--- config.mk ---
export PLATFORM = sky130hd
export DESIGN_NAME = trap_sequencer
export DESIGN_NICKNAME = d
export VERILOG_FILES = /design/src/rtl/riscv_defines.sv /design/src/rtl/trap_target.sv /design/src/rtl/trap_sequencer.sv
export SDC_FILE = /design/constraint.sdc
export NUM_CORES = 1
export LEC_CHECK = 0
export CORE_AREA = 2 2 133 135
export DETAILED_ROUTE_END_ITERATION = 12
export DIE_AREA = 0 0 135 137
export PLACE_DENSITY = 0.77
export SLEW_MARGIN = 40
export SYNTH_ARGS = -nofsm -noshare
export SYNTH_HDL_FRONTEND = slang
export SYNTH_SLANG_ARGS = --single-unit
--- constraint.sdc ---
create_clock -name clk -period 2.65 [get_ports clk]
set_input_delay 0.265 -clock clk [delete_from_list [all_inputs] [get_ports clk]]
set_output_delay 0.265 -clock clk [all_outputs]
set_load 0.1 [all_outputs]
--- src/rtl/riscv_defines.sv ---
// Shared trap types, sequencer state encoding and machine-mode CSR addresses.
package riscv_defines;

  localparam int TRAP_XLEN = 32;

  typedef enum logic {
    TRAP_ENTER  = 1'b0,
    TRAP_RETURN = 1'b1
  } trap_mode_t;

  typedef enum logic [4:0] {
    CAUSE_INSN_MISALIGNED = 5'd0,
    CAUSE_INSN_FAULT      = 5'd1,
    CAUSE_ILLEGAL_INSN    = 5'd2,
    CAUSE_BREAKPOINT      = 5'd3,
    CAUSE_ECALL_M         = 5'd11
  } trap_cause_t;

  typedef struct packed {
    logic                 valid;
    trap_mode_t           mode;
    logic [TRAP_XLEN-1:0] cause;
    logic [TRAP_XLEN-1:0] pc;
    logic [TRAP_XLEN-1:0] tval;
  } trap_req_t;

  typedef enum logic [2:0] {
    IDLE      = 3'd0,
    W_MEPC    = 3'd1,
    W_MCAUSE  = 3'd2,
    W_MTVAL   = 3'd3,
    W_MSTATUS = 3'd4,
    REDIRECT  = 3'd5
  } trap_seq_state_t;

  localparam logic [11:0] CSR_MSTATUS = 12'h300;
  localparam logic [11:0] CSR_MTVEC   = 12'h305;
  localparam logic [11:0] CSR_MEPC    = 12'h341;
  localparam logic [11:0] CSR_MCAUSE  = 12'h342;
  localparam logic [11:0] CSR_MTVAL   = 12'h343;

endpackage

--- src/rtl/trap_target.sv ---
// Redirect target: mtvec direct/vectored entry for traps, aligned mepc for returns.
module trap_target #(
  parameter int XLEN = 32
) (
  input  logic            i_is_return,
  input  logic [XLEN-1:0] i_mtvec,
  input  logic [XLEN-1:0] i_mepc,
  input  logic [XLEN-1:0] i_cause,
  output logic [XLEN-1:0] o_target
);

  logic [XLEN-1:0] w_base;
  logic [XLEN-1:0] w_offset;
  logic            w_vectored;

  assign w_base     = i_mtvec & ~XLEN'(3);
  // Shifting drops the interrupt bit, giving 4*cause[XLEN-2:0] mod 2^XLEN.
  assign w_offset   = i_cause << 2;
  assign w_vectored = (i_mtvec[1:0] == 2'b01) && i_cause[XLEN-1];

  always_comb begin
    if (i_is_return) o_target = i_mepc & ~XLEN'(3);
    else if (w_vectored) o_target = w_base + w_offset;
    else o_target = w_base;
  end

endmodule

--- src/rtl/trap_sequencer.sv ---
// Sequences machine-mode trap entry/return: CSR writes one per cycle, then a PC redirect.
module trap_sequencer
  import riscv_defines::*;
#(
  parameter int XLEN = 32
) (
  input  logic            clk,
  input  logic            rst,
  input  trap_req_t       trap_req_m,
  output logic            trap_ready,
  input  logic [XLEN-1:0] mtvec,
  input  logic [XLEN-1:0] mepc,
  input  logic [XLEN-1:0] mstatus,
  output logic            csr_we,
  output logic [11:0]     csr_waddr,
  output logic [XLEN-1:0] csr_wdata,
  output logic            flush_all,
  output logic            redirect_valid,
  output logic [XLEN-1:0] redirect_pc
);

  trap_seq_state_t r_state;
  trap_mode_t      r_mode;
  logic [XLEN-1:0] r_cause;
  logic [XLEN-1:0] r_pc;
  logic [XLEN-1:0] r_tval;

  logic            w_idle;
  logic            w_accept;
  logic [XLEN-1:0] w_mstatus_new;
  logic [XLEN-1:0] w_target;

  assign w_idle   = (r_state == IDLE);
  assign w_accept = !rst && w_idle && trap_req_m.valid;

  // NOTE: sequential state uses non-blocking assignments so every register
  // samples pre-edge values; blocking here would create order-dependent races.
  always_ff @(posedge clk) begin
    // NOTE: only the control/capture registers need reset; all outputs are
    // gated by the state, so the captured data is cleared just for hygiene.
    if (rst) begin
      r_state <= IDLE;
      r_mode  <= TRAP_ENTER;
      r_cause <= '0;
      r_pc    <= '0;
      r_tval  <= '0;
    end else begin
      case (r_state)
        IDLE: begin
          if (trap_req_m.valid) begin
            r_mode  <= trap_req_m.mode;
            r_cause <= trap_req_m.cause;
            r_pc    <= trap_req_m.pc;
            r_tval  <= trap_req_m.tval;
            r_state <= (trap_req_m.mode == TRAP_RETURN) ? W_MSTATUS : W_MEPC;
          end
        end
        W_MEPC:    r_state <= W_MCAUSE;
        W_MCAUSE:  r_state <= W_MTVAL;
        W_MTVAL:   r_state <= W_MSTATUS;
        W_MSTATUS: r_state <= REDIRECT;
        default:   r_state <= IDLE;
      endcase
    end
  end

  always_comb begin
    w_mstatus_new        = mstatus;
    w_mstatus_new[12:11] = 2'b11;
    if (r_mode == TRAP_RETURN) begin
      w_mstatus_new[3] = mstatus[7];
      w_mstatus_new[7] = 1'b1;
    end else begin
      w_mstatus_new[7] = mstatus[3];
      w_mstatus_new[3] = 1'b0;
    end
  end

  // Target is evaluated from the live CSR inputs in the REDIRECT cycle.
  trap_target #(.XLEN(XLEN)) u_trap_target (
    .i_is_return (r_mode == TRAP_RETURN),
    .i_mtvec     (mtvec),
    .i_mepc      (mepc),
    .i_cause     (r_cause),
    .o_target    (w_target)
  );

  assign trap_ready = rst || w_idle;
  assign flush_all  = !rst && (w_accept || !w_idle);

  // NOTE: every output gets a default before the case so no latch is inferred.
  always_comb begin
    csr_we         = 1'b0;
    csr_waddr      = '0;
    csr_wdata      = '0;
    redirect_valid = 1'b0;
    redirect_pc    = '0;
    if (!rst) begin
      case (r_state)
        W_MEPC: begin
          csr_we    = 1'b1;
          csr_waddr = CSR_MEPC;
          csr_wdata = r_pc;
        end
        W_MCAUSE: begin
          csr_we    = 1'b1;
          csr_waddr = CSR_MCAUSE;
          csr_wdata = r_cause;
        end
        W_MTVAL: begin
          csr_we    = 1'b1;
          csr_waddr = CSR_MTVAL;
          csr_wdata = r_tval;
        end
        W_MSTATUS: begin
          csr_we    = 1'b1;
          csr_waddr = CSR_MSTATUS;
          csr_wdata = w_mstatus_new;
        end
        REDIRECT: begin
          redirect_valid = 1'b1;
          redirect_pc    = w_target;
        end
        default: ;
      endcase
    end
  end

endmodule

==> impl_metrics.ini <==
[yosys]
yosys.area.top_type_share_pct = 30.0
yosys.area.top_type = dfxtp_1
synth_area_leaders = dfxtp_1, a21oi_1, nand2_1
netlist-cell-type-count = 68
avgSynthCellArea_sq_um = 7.03
synth-edff-count = 0
synth_top_flop_cell = dfxtp_1
yosys_warnings = 0
synth_seq_cells = 100
syn_inst = 950
ys_async_sr_fraction_pct = 0
seq_area_frac_synth_pct = 30.0
synthesis.area_sq_um = 6680

[clock_network]
cts_root_buffer = clkbuf_16
cts_buffers = 9
cts.path.max_buffers = 2
cts_tree = yes
insertion_delay_ps = 350
clkTransAtPathRegs_ps = 80
htreeDepth = 3
clock_sinks = 100
postCtsHoldBufs = 0

[cells_and_area]
multi_input_area_sq_um = 5190
mostFrequentLayoutCells = nand2_1, clkdlybuf4s50_1, buf_4, a21oi_1, dfxtp_1
nNetsFinal = 1522
register_area_sq_um = 2020
drive_gt1_share_pct = 30.9
area_growth_pct = 84.1
fin_cells = 1527
fin_area_sq_um = 12300
final_common_cell = nand2_1
fill_cells = 1336

[sta]
fin_crit_ps = 3540
holdWs_ps = 451
relSlewSlack_pct = 56.7
skew_ps = 11.0
setup_viol = 25
worst_pin_slew_ps = 650
max_freq_mhz = 282
layout_setup_ws_ps = -892
slew_viol_final = 0
fin_crit_sh_pct = 134
hold_violations = 0
rsz0062_at_grt = true

[power]
p_sw_w = 0.00196
p_seq_share_pct = 32.7
pwr-share-comb_pct = 41.7
p_clk_share_pct = 25.6
power.density_nw_per_um2 = 433
p_leak_nw = 4.68
swShare_pct = 36.9
irDropWorstVdd_v = 0.000479
p_int_w = 0.00336

[critical_path]
cp_slowest_cell = a221o_2
crit_type = reg2out
r2r_setup_slack_ps = 650
timing.rr.start = r_state[2]
startpoint_type = register
r2r_end = r_tval[12]
crit_chain = ha_4 -> inv_2 -> fa_2 -> and2b_1 -> o2111ai_2 -> a31o_1 -> a41oi_2 -> a221o_2 -> a22oi_2 -> mux2_4 -> a211oi_4 -> buf_12
cp_data_required_time_ps = 2380
reg2regPathDepth = 7
crit_path_end_kind = output pin
critPathMaxFanout = 4
cp_slowest_stage_delay_ps = 460
cp.arrival_ps = 3280

[worst_hold_path]
hp-class = in2reg
hold_end = r_cause[1]
min_path_cells = 3
worstHoldStart = trap_req_m[65]

[die]
die_w_microns = 135
die_h_microns = 137
ios = 276
start_util_pct = 39.2
coreArea_sq_um = 17100
die_area_sq_um = 18500
rows = 48

[routing]
wl_microns = 27700
dr.pass1.iters = 5
drt_iter0_markers = 465
drc_errors = 0
wl_per_cell_microns = 18.2
via_per_inst = 5.43
dr_total_vias = 8295
ant_nets = 0

[global_routing]
antenna_found_initial = 0
grt_pass1_wl_microns = 42400
grt_use_total_pct = 29.0
grt_pass1_vias = 8154
grt_max_degree = 59
grt.overflow.total = 0

[placed_design]
dpl_cell_area_sq_um = 11400
place_inst = 1496
gp_congestion = 0.924
dp_hpwl_microns = 20600
io_buffers = 262

[outcome]
violations = setup timing
status = complete, but fails checks

[flow_run]
cap_violations = 0
-- metal layers --
| metal | vias to the layer above | global-route usage (%) | share of wire (%) |
|---|---|---|---|
| met5 | - | 0 | 0 |
| met4 | 0 | 9.72 | 2.6 |
| met3 | 46 | 5.56 | 7.1 |
| met2 | 320 | 49.5 | 48 |
| met1 | 3882 | 36.8 | 42 |
| li1 | 4047 | - | - |
-- cell usage after synthesis, types with 2 or more instances --
cell type  instances
a2111oi_1          2
a211oi_1           5
a21o_1            14
a21oi_1          181
a21oi_2            3
a22oi_1           61
a311oi_1           2
a31oi_1           11
and2_1             3
and3_1             6
and3_2             4
and4_1             2
buf_1              3
buf_4             11
clkbuf_1          67
clkbuf_8           2
dfxtp_1          100
ha_1              29
inv_1             15
mux2_2             2
nand2_1          240
nand2b_1           3
nand3_1           12
nand3b_1           2
nand4_1            4
nand4b_1           2
nor2_1            39
nor2b_1            2
nor3_1            11
o2111ai_1          5
o211a_1            5
o211ai_1           4
o21a_1             3
o21ai_0           37
o21bai_1           4
or2_2              3
or3_1              3
xnor2_1           10
xor2_1             9
-- power by group through the flow --
stage | clock network [W] | logic [W] | registers, W
after detailed placement | 0 | 0.00206 | 0.00176
after global routing | 0.00144 | 0.00237 | 0.00176
after global placement | 0 | 0.00203 | 0.00176
after floorplan | 0 | 0.00119 | 0.00173
final | 0.00136 | 0.00222 | 0.00174
after CTS | 0.00139 | 0.00215 | 0.00174
-- per-stage QoR --
step | power, W | worst slack [ps] | util [%] | setup TNS (ps)
after floorplan | 0.00292 | -855 | - | -4180
after global placement | 0.00379 | -886 | 66.9 | -11820
after detailed placement | 0.00382 | -963 | 66.9 | -12600
after CTS | 0.00528 | -884 | 71.2 | -9630
after global routing | 0.00557 | -997 | 72.1 | -13180
final | 0.00532 | -892 | 72.1 | -10370
-- worst max-delay path: cells and delay by family, from the launching register on --
family | cells | cell delay, ps
AO/OA/AOI/OAI | 6 | 1430
flip-flops | 1 | 370
adder cells (fa/ha/maj) | 2 | 340
multiplexers | 1 | 330
buffers and inverters | 2 | 250
AND/OR/NAND/NOR | 1 | 200
-- logic make-up (layout without fill, tap and decap cells) --
family                     Yosys count  in the layout  synth area share, %
AOI/OAI and AO/OA                  354            354                 32.8
xor gates and xnor gates            19             19                 2.49
adders and majority gates           30             30                 5.73
buffers and inverters               99            442                 6.60
DFF                                100            100                 30.0
muxes                                3              3                0.506
other                                1             10               0.0562
and+or+nand+nor                    344            344                 21.9
-- what timing repair did --
item,4_1_cts,5_1_grt
setup buffers,11,9
setup endpoints to repair,26,28
gates cloned,0,0
resized for setup,93,22
pin swaps,68,45
endpoints found under the hold margin,0,0
-- sequential cells by signal (all words and copies together) (netlist names) --
signal   flops
r_cause     32
r_mode       1
r_tval      32
r_state      3
r_pc        32
-- how the worst max path moves through the flow --
stage	slack, ps	endpoint	start
6_report	-890	redirect_pc[28]	r_cause[0]
5_1_grt	-1000	redirect_pc[28]	r_cause[0]
4_1_cts	-880	redirect_pc[28]	r_cause[0]
3_5_place_dp	-960	redirect_pc[28]	mtvec[2]
3_3_place_gp	-890	redirect_pc[28]	mtvec[2]
2_1_floorplan	-860	redirect_pc[22]	r_cause[0]
-- layout make-up --
type / count / area share, %
clock inverter: 7 / 0.651
inverter: 15 / 0.458
timing repair buffer: 411 / 36.1
antenna: 1 / 0.0204
sequential: 100 / 16.4
tap: 225 / 2.29
multi-input combinational: 759 / 42.2
clock buffer: 9 / 1.83
Note: power is estimated with default switching activity, not from simulation.
